===== src/rtl/pt2262_encoder.sv =====
// PT2262-style tri-state remote-control encoder: serialises a latched symbol word into repeated frames.
// Optional loop-while-held mode is compiled in with `define PT2262_LOOP_EN, which adds input hold.
module pt2262_encoder #(
    parameter int N_BITS  = 12,
    parameter int DIV     = 1,
    parameter int REPEATS = 4
) (
    input  logic                clk,
    input  logic                rst,
    input  logic                start,
    input  logic [2*N_BITS-1:0] code,
`ifdef PT2262_LOOP_EN
    input  logic                hold,
`endif
    output logic                busy,
    output logic                done,
    output logic                q,
    output logic [1:0]          state_dbg
);
    localparam int DIV_W  = (DIV > 1) ? $clog2(DIV) : 1;
    localparam int SYM_W  = (N_BITS > 1) ? $clog2(N_BITS) : 1;
    localparam int REP_W  = (REPEATS > 1) ? $clog2(REPEATS) : 1;
    localparam int TICK_W = $clog2(128);

    localparam logic [DIV_W-1:0]  DIV_LAST  = DIV_W'(DIV - 1);
    localparam logic [SYM_W-1:0]  SYM_LAST  = SYM_W'(N_BITS - 1);
    localparam logic [REP_W-1:0]  REP_LAST  = REP_W'(REPEATS - 1);
    localparam logic [TICK_W-1:0] BIT_LAST  = TICK_W'(31);
    localparam logic [TICK_W-1:0] SYNC_LAST = TICK_W'(127);

    typedef enum logic [1:0] {
        IDLE = 2'd0,
        BIT  = 2'd1,
        SYNC = 2'd2
    } state_t;

    state_t              state, nxt_state;
    logic [DIV_W-1:0]    div_cnt, nxt_div;
    logic [TICK_W-1:0]   tick_cnt, nxt_tick;
    logic [SYM_W-1:0]    sym_idx, nxt_sym;
    logic [REP_W-1:0]    rep_cnt, nxt_rep;
    logic [2*N_BITS-1:0] code_r, nxt_code;
    logic                nxt_done;
    logic                nxt_q;
    logic [1:0]          nxt_sv;
    logic                nxt_long;
    logic                tick_end;
    logic                loop_req;

`ifdef PT2262_LOOP_EN
    assign loop_req = hold;
`else
    assign loop_req = 1'b0;
`endif

    assign tick_end  = (div_cnt == DIV_LAST);
    assign state_dbg = state;

    function automatic logic [1:0] sym_code(input logic [2*N_BITS-1:0] c,
                                            input logic [SYM_W-1:0]    s);
        sym_code = 2'b00;
        for (int k = 0; k < N_BITS; k++) begin
            if (s == SYM_W'(k)) sym_code = c[2*k +: 2];
        end
    endfunction

    // Next position in the frame; counters describe the tick currently on q.
    always_comb begin
        nxt_state = state;
        nxt_div   = div_cnt;
        nxt_tick  = tick_cnt;
        nxt_sym   = sym_idx;
        nxt_rep   = rep_cnt;
        nxt_code  = code_r;
        nxt_done  = 1'b0;
        case (state)
            IDLE: begin
                if (start) begin
                    nxt_state = BIT;
                    nxt_div   = '0;
                    nxt_tick  = '0;
                    nxt_sym   = SYM_LAST;
                    nxt_rep   = '0;
                    nxt_code  = code;
                end
            end
            BIT: begin
                if (tick_end) begin
                    nxt_div = '0;
                    if (tick_cnt == BIT_LAST) begin
                        nxt_tick = '0;
                        if (sym_idx == '0) nxt_state = SYNC;
                        else               nxt_sym   = sym_idx - 1'b1;
                    end else begin
                        nxt_tick = tick_cnt + 1'b1;
                    end
                end else begin
                    nxt_div = div_cnt + 1'b1;
                end
            end
            SYNC: begin
                if (tick_end) begin
                    nxt_div = '0;
                    if (tick_cnt == SYNC_LAST) begin
                        nxt_tick = '0;
                        if (rep_cnt == REP_LAST) begin
                            if (loop_req) begin
                                nxt_state = BIT;
                                nxt_sym   = SYM_LAST;
                                nxt_rep   = '0;
                            end else begin
                                nxt_state = IDLE;
                                nxt_done  = 1'b1;
                            end
                        end else begin
                            nxt_state = BIT;
                            nxt_sym   = SYM_LAST;
                            nxt_rep   = rep_cnt + 1'b1;
                        end
                    end else begin
                        nxt_tick = tick_cnt + 1'b1;
                    end
                end else begin
                    nxt_div = div_cnt + 1'b1;
                end
            end
            default: nxt_state = IDLE;
        endcase
    end

    // Waveform level for the next position: every half starts high, long halves stay high 12 of 16 ticks.
    always_comb begin
        nxt_sv   = sym_code(nxt_code, nxt_sym);
        nxt_long = (nxt_sv == 2'b01) || (nxt_sv[1] && nxt_tick[4]);
        case (nxt_state)
            BIT:     nxt_q = nxt_long ? (nxt_tick[3:0] < 4'd12) : (nxt_tick[3:0] < 4'd4);
            SYNC:    nxt_q = (nxt_tick < TICK_W'(4));
            default: nxt_q = 1'b0;
        endcase
    end

    always_ff @(posedge clk) begin
        if (rst) begin
            state    <= IDLE;
            div_cnt  <= '0;
            tick_cnt <= '0;
            sym_idx  <= '0;
            rep_cnt  <= '0;
            code_r   <= '0;
            busy     <= 1'b0;
            done     <= 1'b0;
            q        <= 1'b0;
        end else begin
            state    <= nxt_state;
            div_cnt  <= nxt_div;
            tick_cnt <= nxt_tick;
            sym_idx  <= nxt_sym;
            rep_cnt  <= nxt_rep;
            code_r   <= nxt_code;
            busy     <= (nxt_state != IDLE);
            done     <= nxt_done;
            q        <= nxt_q;
        end
    end
endmodule


===== config.mk =====
export PLATFORM = sky130hd
export DESIGN_NAME = pt2262_encoder
export DESIGN_NICKNAME = d
export VERILOG_FILES = /design/src/rtl/pt2262_encoder.sv
export SDC_FILE = /design/constraint.sdc
export NUM_CORES = 1
export LEC_CHECK = 0
export CAP_MARGIN = 15
export CORE_MARGIN = 2
export CORE_UTILIZATION = 55
export DETAILED_ROUTE_END_ITERATION = 8
export GPL_TIMING_DRIVEN = 0
export PLACE_DENSITY = 0.79
export SETUP_SLACK_MARGIN = 0.02
export SYNTH_ARGS = -nofsm -noshare
export SYNTH_HDL_FRONTEND = slang
export SYNTH_SLANG_ARGS = --single-unit

===== constraint.sdc =====
create_clock -name clk -period 3.07 [get_ports clk]
set_input_delay 0.921 -clock clk [delete_from_list [all_inputs] [get_ports clk]]
set_output_delay 0.921 -clock clk [all_outputs]
set_load 0.05 [all_outputs]

# Yosys cells after proc, flatten, opt, wreduce, memory -nomap -nowiden
# Index checks and enable logic that the tools add are counted.
[totals] in_bits=27 romBits=0 register_bits=43 out_inout_bits=5 ramBits=0 n_memories=0 latchBits=0
[op_classes] n_reduce_logical=12 n_mul=0 div_mod_pow=0 magnitude_cmp=3 add_sub_neg=4 n_shift=0 mux=47 n_bitwise=2 n_eq_ne=23
[op_table] op="24-bit two-way mux" count=2
[op_table] op="2-bit two-way mux" count=22
[op_table] op="7-bit two-way mux" count=5
[op_table] op="4-bit two-way mux" count=7
[op_table] op="7-bit one-hot mux with 3 select lines" count=1
[op_table] op="4-bit by 3-bit equality test with 1-bit output (second input constant)" count=4
[op_table] op="4-bit equality test (second input constant)" count=4
[op_table] op="4-bit one-hot mux with 3 select lines" count=1
[op_table] op="4-bit by 2-bit equality test with 1-bit output (second input constant)" count=2
[op_table] op="4-bit logical NOT" count=2
[op_table] op="2-bit inequality test (second input constant)" count=4
[op_table] op="7-bit by 1-bit adder with 7-bit output (second input constant)" count=1
[op_table] op="7-bit by 5-bit equality test with 1-bit output (second input constant)" count=1
[op_table] op="7-bit equality test (second input constant)" count=1
[op_table] op="7-bit by 3-bit less-than comparator with 1-bit output (second input constant)" count=1
[op_table] op="2-bit by 1-bit equality test with 1-bit output (second input constant)" count=3
[op_table] op="2-bit equality test (second input constant)" count=3
[op_table] op="2-bit one-hot mux with 3 select lines" count=1
[op_table] op="2-bit nonzero test" count=3
[op_table] op="1-bit two-way mux" count=5
[op_table] op="5-bit AND reduction" count=1
[op_table] op="4-bit by 1-bit equality test with 1-bit output (second input constant)" count=1
[op_table] op="4-bit by 3-bit less-than comparator with 1-bit output (second input constant)" count=1
[op_table] op="4-bit less-than comparator (second input constant)" count=1
[op_table] op="other kinds (12)" count=14

# Longest topological paths before layout
# Gate-level depths: netlist (run 1).
[logic_depth] ltp_word=22 mapped_depth=12 ltp_nobuf=11

# Worst setup path before layout (run 1)
# No wires, ideal clock.
[synth_timing] kind="reg2reg" from="reg sym_idx[0]" to="reg q" setup_slack_ns=0.367 path_stages_with_launch=12 setup_ns=0.126 path_buffers=0 period_less_slack_ns=2.703 t_arrival_ns=2.577 cell_sequence="dfxtp_1 -> inv_1 -> ha_1 -> or3b_1 -> a41o_1 -> o22ai_1 -> o31a_1 -> o221ai_1 -> a21oi_1 -> o31ai_1 -> a211oi_1 -> a211oi_1"
[synth_between] elab_chain_cells=22 word_cells_on_any_way=45
[synth_lines] item="start: declaration" line_no="40" rtl="logic [SYM_W-1:0] sym_idx, nxt_sym;"
[synth_lines] item="start signal: assignment" line_no="157" rtl="sym_idx <= nxt_sym;"
[synth_lines] item="4-bit by 1-bit subtractor with 4-bit output or 4-bit logical NOT (tied branches)" line_no="93, 92"
[synth_lines] item="4-bit two-way mux" line_no="92" rtl="if (sym_idx == '0) nxt_state = SYNC;"
[synth_lines] item="4-bit two-way mux" line_no="90" rtl="if (tick_cnt == BIT_LAST) begin"
[synth_lines] item="4-bit two-way mux" line_no="88" rtl="if (tick_end) begin"
[synth_lines] item="4-bit one-hot mux with 3 select lines" line_no="76" rtl="case (state)"
[synth_lines] item="4-bit logical NOT" line_no="63" rtl="if (s == SYM_W'(k)) sym_code = c[2*k +: 2];"
[synth_lines] item="2-bit two-way mux (12 in series)" line_no="63"
[synth_lines] item="2-bit by 1-bit equality test with 1-bit output or 1-bit logical AND (tied branches)" line_no="134" rtl="nxt_long = (nxt_sv == 2'b01) || (nxt_sv[1] && nxt_tick[4]);"
[synth_lines] item="1-bit logical OR" line_no="134"
[synth_lines] item="1-bit two-way mux" line_no="136" rtl="BIT: nxt_q = nxt_long ? (nxt_tick[3:0] < 4'd12) : (nxt_tick[3:0] < 4'd4);"
[synth_lines] item="1-bit one-hot mux with 2 select lines *" line_no="135" rtl="case (nxt_state)"
[synth_lines] item="end signal: assignment" line_no="162" rtl="q <= nxt_q;"
[synth_lines] item="end: declaration" line_no="17" rtl="output logic q,"
# Every way passes the cells marked *; elsewhere a longest branch is shown, timed or not.
# A chain may end at the register's enable or synchronous reset.

# Worst setup path after layout (run 1)
# Ends and elaborated chain as after synthesis.

==> results of run 1 <==
-- Yosys cell counts, types with 3 or more instances --
library cell,count
nor2_1,51
dfxtp_1,42
mux2i_1,19
a21oi_1,17
o21ai_0,14
nand2_1,12
clkbuf_1,11
nor2b_1,8
a31oi_1,7
inv_1,7
ha_1,6
nand3_1,6
mux2_2,5
nand2b_1,5
o22ai_1,4
a211oi_1,3
a22oi_1,3
and3_1,3
buf_2,3
nor3_1,3
nor3b_1,3
nor4_1,3
o211ai_1,3
o221ai_1,3
o22a_1,3
o31ai_1,3
or3_1,3
-- cell families (layout without fill, tap and decap cells) --
family	count (synthesis)	in the layout	synth area share
flip-flops	42	42	0.3389
adder cells (fa/ha/maj)	6	6	0.03026
XOR/XNOR	1	1	0.003531
multiplexers	24	24	0.09934
AO/OA/AOI/OAI	85	85	0.2496
buffers and inverters	26	70	0.04791
AND/OR/NAND/NOR	112	112	0.2305
-- path summary, 6_finish.rpt --
check,from,slack (ns),cells past startpoint,end
min,tick_cnt[0],0.49,1,tick_cnt[0]
min reg2reg,tick_cnt[0],0.49,1,tick_cnt[0]
max reg2reg,sym_idx[0],0.06,11,q
max,sym_idx[0],0.06,11,q
-- cell type report --
cell class              count  share of cell area
plain buffers              19             0.03112
clock buffers               6             0.02344
clock inverters             1            0.002425
inverters                   7            0.008488
multi-input cells         228              0.5283
flip-flops and latches     42              0.2728
well taps                  52             0.02102
repair buffers             37              0.1124
-- per-stage QoR --
| step | power (W) | setup TNS, ns |
|---|---|---|
| finish | 0.001314 | 0 |
| global route | 0.001368 | -0.004583 |
| CTS | 0.001275 | 0 |
| detailed placement | 0.0009152 | -0.6533 |
| global placement | 0.0009090 | -0.6424 |
| floorplan | 0.0008160 | 0 |
-- worst register-to-register path, delay by kind of cell (launching register included) --
| kind | cells | cell delay (ns) |
|---|---|---|
| adders and majority gates | 1 | 0.24 |
| buffers and inverters | 1 | 0.14 |
| AOI/OAI and AO/OA | 7 | 1.56 |
| and+or+nand+nor | 2 | 0.66 |
| DFF | 1 | 0.33 |
-- where the power goes --
part,total (W),switching (W),internal (W)
logic,0.000370,0.000204,0.000166
registers,0.000592,0.0000172,0.000575
clock network,0.000353,0.000196,0.000156
total,0.00131,0.000417,0.000897
-- what timing repair did --
action                                  4_1_cts  5_1_grt
setup buffers                                 3        4
pin swaps                                     2        7
endpoints found under the setup margin        1        1
gates cloned                                  0        0
resized for setup                            15       19
-- placed cells by master, fill, tap and decap left out, types with 3 or more instances in the layout --
master	Yosys	routed
dfxtp_1	42	39
ha_1	6	4
buf_4	0	8
a211oi_2	1	3
mux2_2	5	5
clkbuf_8	0	5
mux2i_1	19	17
o21ai_0	14	13
nand2_1	12	12
o211ai_1	3	3
clkbuf_2	2	4
clkbuf_1	11	12
o22ai_1	4	3
a22oi_1	3	3
dfxtp_2	0	3
and3_1	3	3
nand3_1	6	6
o221ai_1	3	3
a31oi_1	7	6
nand2b_1	5	5
nor4_1	3	3
a21oi_1	17	16
clkdlybuf4s50_1	0	29
inv_1	7	5
or3_1	3	3
nor2_1	51	51
nor2b_1	8	7
-- registers in the layout (all words and copies together), names as in the netlist --
register   count
code_r        24
done           1
tick_cnt       7
busy           1
rep_cnt        2
sym_idx        4
q              1
state_dbg      2
-- metal layers --
layer | vias up | routed length, um | track usage
met5 | - | 0 | 0
li1 | 1185 | - | -
met4 | 0 | 164 | 0.1300
met3 | 22 | 405 | 0.04986
met1 | 1164 | 2931 | 0.3571
met2 | 93 | 3346 | 0.4547
==> qor.yml, run 1 <==
floorplanning:
  core_um2: 4354
  die_h_um: 71.17
  die_x_um: 71.17
  pin_count: 32
  placementRows: 24
  dieArea_um2: 5064
  start_util: 0.5698
cells_and_area:
  antenna_cells: 0
  nets: 373
  drive_gt1_frac: 0.1765
  final_area_um2: 3095
  n_fill_cell: 343
  stdcell_count: 392
  area_delta_synth_final_pct: 24.76
  fin_util: 0.7109
  layout.area.seq_um2: 844.6
  multi_input_comb_area_um2: 1635
synthesis:
  synthFlopType: "dfxtp_1"
  ys_types: 63
  mappedNetlistNets: 329
  ys_seq_area_frac: 0.3389
  yosys_warnings: 0
  syn_area_per_cell_um2: 8.382
  netlist_top_cells_area: "dfxtp_1 (34%), nor2_1 (7.7%), mux2i_1 (7.7%), a21oi_1 (3.4%), ha_1 (3.0%)"
  synth_edf_count: 0
  synth-seq-cells: 42
  syn_inst: 296
  yosys.area.top_type_share: 0.3389
  async_flop_share: 0
  syn-cell-area_um2: 2481
  yosys.area.top_type: "dfxtp_1"
placed_design:
  postPlaceCellArea_um2: 2846
  placed_cells: 378
  pre_cts_ws_ns: -0.6161
  portBuffers: 30
  dp_hpwl_um: 4736
  gp_congestion: 0.8701
power:
  leakage_nw: 1.152
  irDropWorstVdd_mv: 0.3366
  cellPowerDensity_nw_per_um2: 424.6
critical_path:
  cpLargestDelayFamily: "compound AO/OA/AOI/OAI gates"
  crit_top_cell: "a211oi_2"
  cpMaxStageDelayCell: "or3b_4"
  crit_buf_inv: 1
  crit_path_start_kind: "flip-flop"
  path_cells: "inv_2, ha_2, or3b_4, a41o_1, o22a_2, o21a_1, nor3_2, a21oi_2, a32oi_2, a211oi_2, a211oi_2"
  worstSetupPathType: "flip-flop to flip-flop"
  arrival_ns: 3.23
  end_kind: "flip-flop"
  max_stage_delay_ns: 0.43
  cp.required_ns: 3.29
  cp_max_fo: 6
clocking:
  insertion_delay_ns: 0.30
  clock-sinks: 42
  cts_tree: "yes"
  cts_root_buffer: "clkbuf_8"
  clk_pin_slew_ns: 0.08
  ctsHoldBuffers: 0
  htree_levels: 2
  clockBufferDepth: 2
  cts_buffers: 5
timing:
  maxSlewViolCount: 0
  setup_ws_ns: 0.06173
  clock.fmax_mhz: 332.4
  finalSetupViolCount: 0
  slew_headroom: 0.5696
  skew_ns: 0.002466
  period_share: 0.9799
  holdWs_ns: 0.4908
  tightest_slew_ns: 0.6397
  layout_min_cycle_time_ns: 3.008
  hold_viol: 0
global_routing:
  antenna_found_initial: 0
  track_usage: 0.2787
  grt_max_degree: 13
  gr-total-overflow: 0
  grt_pass1_wl_um: 11030
  grt_pass1_vias: 2262
detailed_routing:
  wl_um: 6848
  wire_per_inst_um: 17.47
  vias: 2464
  via_per_inst: 6.286
  drtPass1Iterations: 5
  drtIter0Drc: 288
  drcViolationCount: 0
  detail-route-antenna-nets: 0
job:
  maxCapViolations: 0
run_status:
  run_status: "finished clean"
worst_hold_path:
  hp-class: "flip-flop to flip-flop"
Note: power is estimated with default switching activity, not from simulation.
==> run 2: changes to the inputs <==
--- a/config.mk
+++ b/config.mk
@@ -10,8 +10,10 @@
 export CORE_UTILIZATION = 55
 export DETAILED_ROUTE_END_ITERATION = 8
 export GPL_TIMING_DRIVEN = 0
+export MAX_ROUTING_LAYER = met4
 export PLACE_DENSITY = 0.79
 export SETUP_SLACK_MARGIN = 0.02
+export SKIP_LAST_GASP = 1
 export SYNTH_ARGS = -nofsm -noshare
 export SYNTH_HDL_FRONTEND = slang
 export SYNTH_SLANG_ARGS = --single-unit
==> run 2 against run 1 <==
  * Clock skew grew 0.0075 ns
  * Utilization up 1.1 points
  * First-iteration DRC count is 10% lower
  * Largest cell class unchanged
==> qor.yml, run 2 (synthesis results as in run 1) <==
floorplanning:
  start_util: 0.5698  # unchanged
  dieArea_um2: 5064  # unchanged
  pin_count: 32  # unchanged
  core_um2: 4354  # unchanged
  die_x_um: 71.17  # unchanged
  placementRows: 24  # unchanged
  die_h_um: 71.17  # unchanged
timing:
  rsz0062_at_grt: "no"
  period_share: 0.9602  # -0.01973
  totalNegativeSetupSlack_ns: 0  # unchanged
  slew_headroom: 0.5629  # -0.006769
  skew_ns: 0.01001  # +0.007545 ns
  layout_min_cycle_time_ns: 2.948  # -0.06058 ns
  clock.fmax_mhz: 339.2  # +2.1%
  holdWs_ns: 0.4999  # +0.009044 ns
  finalSetupViolCount: 0  # unchanged
  hold_viol: 0  # unchanged
  tightest_slew_ns: 0.6557  # +0.01605 ns
  maxSlewViolCount: 0  # unchanged
power:
  power_switching_w: 0.0004209  # +0.83%
  p_total_w: 0.001347  # +2.4%
  p_seq_frac: 0.439  # -0.011
  clockPowerShare: 0.284  # +0.016
  cellPowerDensity_nw_per_um2: 428.1  # +0.82%
  p_int_w: 0.0009257  # +3.2%
  sw_frac_of_total: 0.3125  # -0.005029
  leakage_nw: 1.186  # +2.9%
  comb_power_share: 0.276  # -0.005
  irDropWorstVdd_mv: 0.3121  # -7.3%
cells_and_area:
  nets: 376  # +0.80%
  area_delta_synth_final_pct: 26.78
  regMostFlops: "code_r"
  largest_reg_flops: 24  # unchanged
  antenna_cells: 0  # unchanged
  final_common_cell: "nor2_1"
  drive_gt1_frac: 0.1948  # +0.01830
  top_regs: "code_r (24), tick_cnt (7), sym_idx (4)"
  n_fill_cell: 340  # -0.87%
  stdcell_count: 396  # +1.0%
  final_area_um2: 3146  # +1.6%
  final_cell_mix: "nor2_1 (51), dfxtp_1 (39), clkdlybuf4s50_1 (29)"
placed_design:
  dp_hpwl_um: 4698  # -0.80%
  placed_cells: 378  # unchanged
  gp_congestion: 0.9158  # +5.3%
  postPlaceCellArea_um2: 2846  # unchanged
  portBuffers: 30  # unchanged
clocking:
  clk_pin_slew_ns: 0.09  # about the same
  cts_tree: "yes"
  htree_levels: 2  # unchanged
  cts_buffers: 5  # unchanged
  insertion_delay_ns: 0.30  # about the same
  clockBufferDepth: 2  # unchanged
  clock-sinks: 42  # unchanged
  cts_root_buffer: "clkbuf_8"
worst_hold_path:
  whs_path_depth: 1  # unchanged
  worstHoldStart: "tick_cnt[0]"
  hp-class: "flip-flop to flip-flop"
critical_path:
  crit_path_start_kind: "flip-flop"
  worstSetupPathType: "flip-flop to flip-flop"
  arrival_ns: 3.17  # -0.06 ns
  rr_worst_depth: 12  # +1
  crit_top_cell: "buf_6"
  cpMaxStageDelayCell: "or3_4"
  end_kind: "flip-flop"
  r2r_start: "tick_cnt[0]"
  max_stage_delay_ns: 0.41  # -0.02 ns
  reg2reg_slack_ns: 0.12  # +0.06 ns
  crit_cells: 12  # +1
  cp_max_fo: 9  # +3
  cp.required_ns: 3.29  # about the same
  crit_start: "tick_cnt[0]"
  cpLargestDelayFamily: "compound AO/OA/AOI/OAI gates"
  crit_buf_inv: 2  # +1
  path_cells: "ha_4, and4_1, buf_6, nand3_4, or3_4, buf_6, a32oi_4, o211ai_1, a21oi_1, a32oi_2, and3_1, a211oi_2"
detailed_routing:
  drtIter0Drc: 258  # -10%
  drtPass1Iterations: 5  # unchanged
  vias: 2513  # +2.0%
  drcViolationCount: 0  # unchanged
  wire_per_inst_um: 17.25  # -1.3%
  via_per_inst: 6.346  # +0.96%
  wl_um: 6830  # -0.26%
  detail-route-antenna-nets: 0  # unchanged
global_routing:
  antenna_found_initial: 0  # unchanged
  grt_pass1_vias: 2282  # +0.88%
  grt_pass1_wl_um: 10900  # -1.1%
  track_usage: 0.2766  # -0.002075
  grt_max_degree: 14  # +1
  gr-total-overflow: 0  # unchanged
run_status:
  run_status: "finished clean"
job:
  maxCapViolations: 0  # unchanged
## run 2: changes by cell type in the layout (fill, tap and decap cells not counted), sizes merged
| cell | delta |
|---|---|
| clkinv | +1 |
| buf | +3 |
## run 2: final timing paths
kind,endpoint
setup / recovery,q
hold / removal,tick_cnt[0]
setup reg to reg,q
hold reg to reg,tick_cnt[0]
## run 2: per-layer routing
metal	GRT usage	share of wire
met1	0.3564	0.42
met2	0.4362	0.49
met3	0.04843	0.071
met4	0.09853	0.025
met5	-	0
## run 2: timing repair
action,4_1_cts,5_1_grt
endpoints found under the setup margin,1,1
setup buffers,4,6
resized for setup,13,26
hold buffers,0,0
pin swaps,2,8
hold endpoints to repair,0,0
## run 2: metrics by stage
stage	setup WS, ns	util
final	0.1223	0.7224
after global routing	0.01888	0.7224
after CTS	0.02134	0.6951
after detailed placement	-0.6410	0.6537
after global placement	-0.6302	0.6537
after floorplan	0.3674	-
## run 2: area by class of cell
cell class	count	area (um2)	share of cell area
buffer	19	98.84	0.03142
clock buffer	6	82.58	0.02625
clock inverter	2	12.51	0.003978
inverter	7	26.28	0.008353
multi-input combinational	228	1645	0.5231
sequential	42	844.6	0.2685
tap	52	65.06	0.02068
timing repair buffer	40	370.4	0.1177
## run 2: power groups by stage
stage	logic [W]	clock network [W]	registers, W
global placement	0.000310	0	0.000599
detailed placement	0.000312	0	0.000601
global route	0.000403	0.000402	0.000595
finish	0.000372	0.000383	0.000592
floorplan	0.000208	0	0.000608
CTS	0.000334	0.000385	0.000588
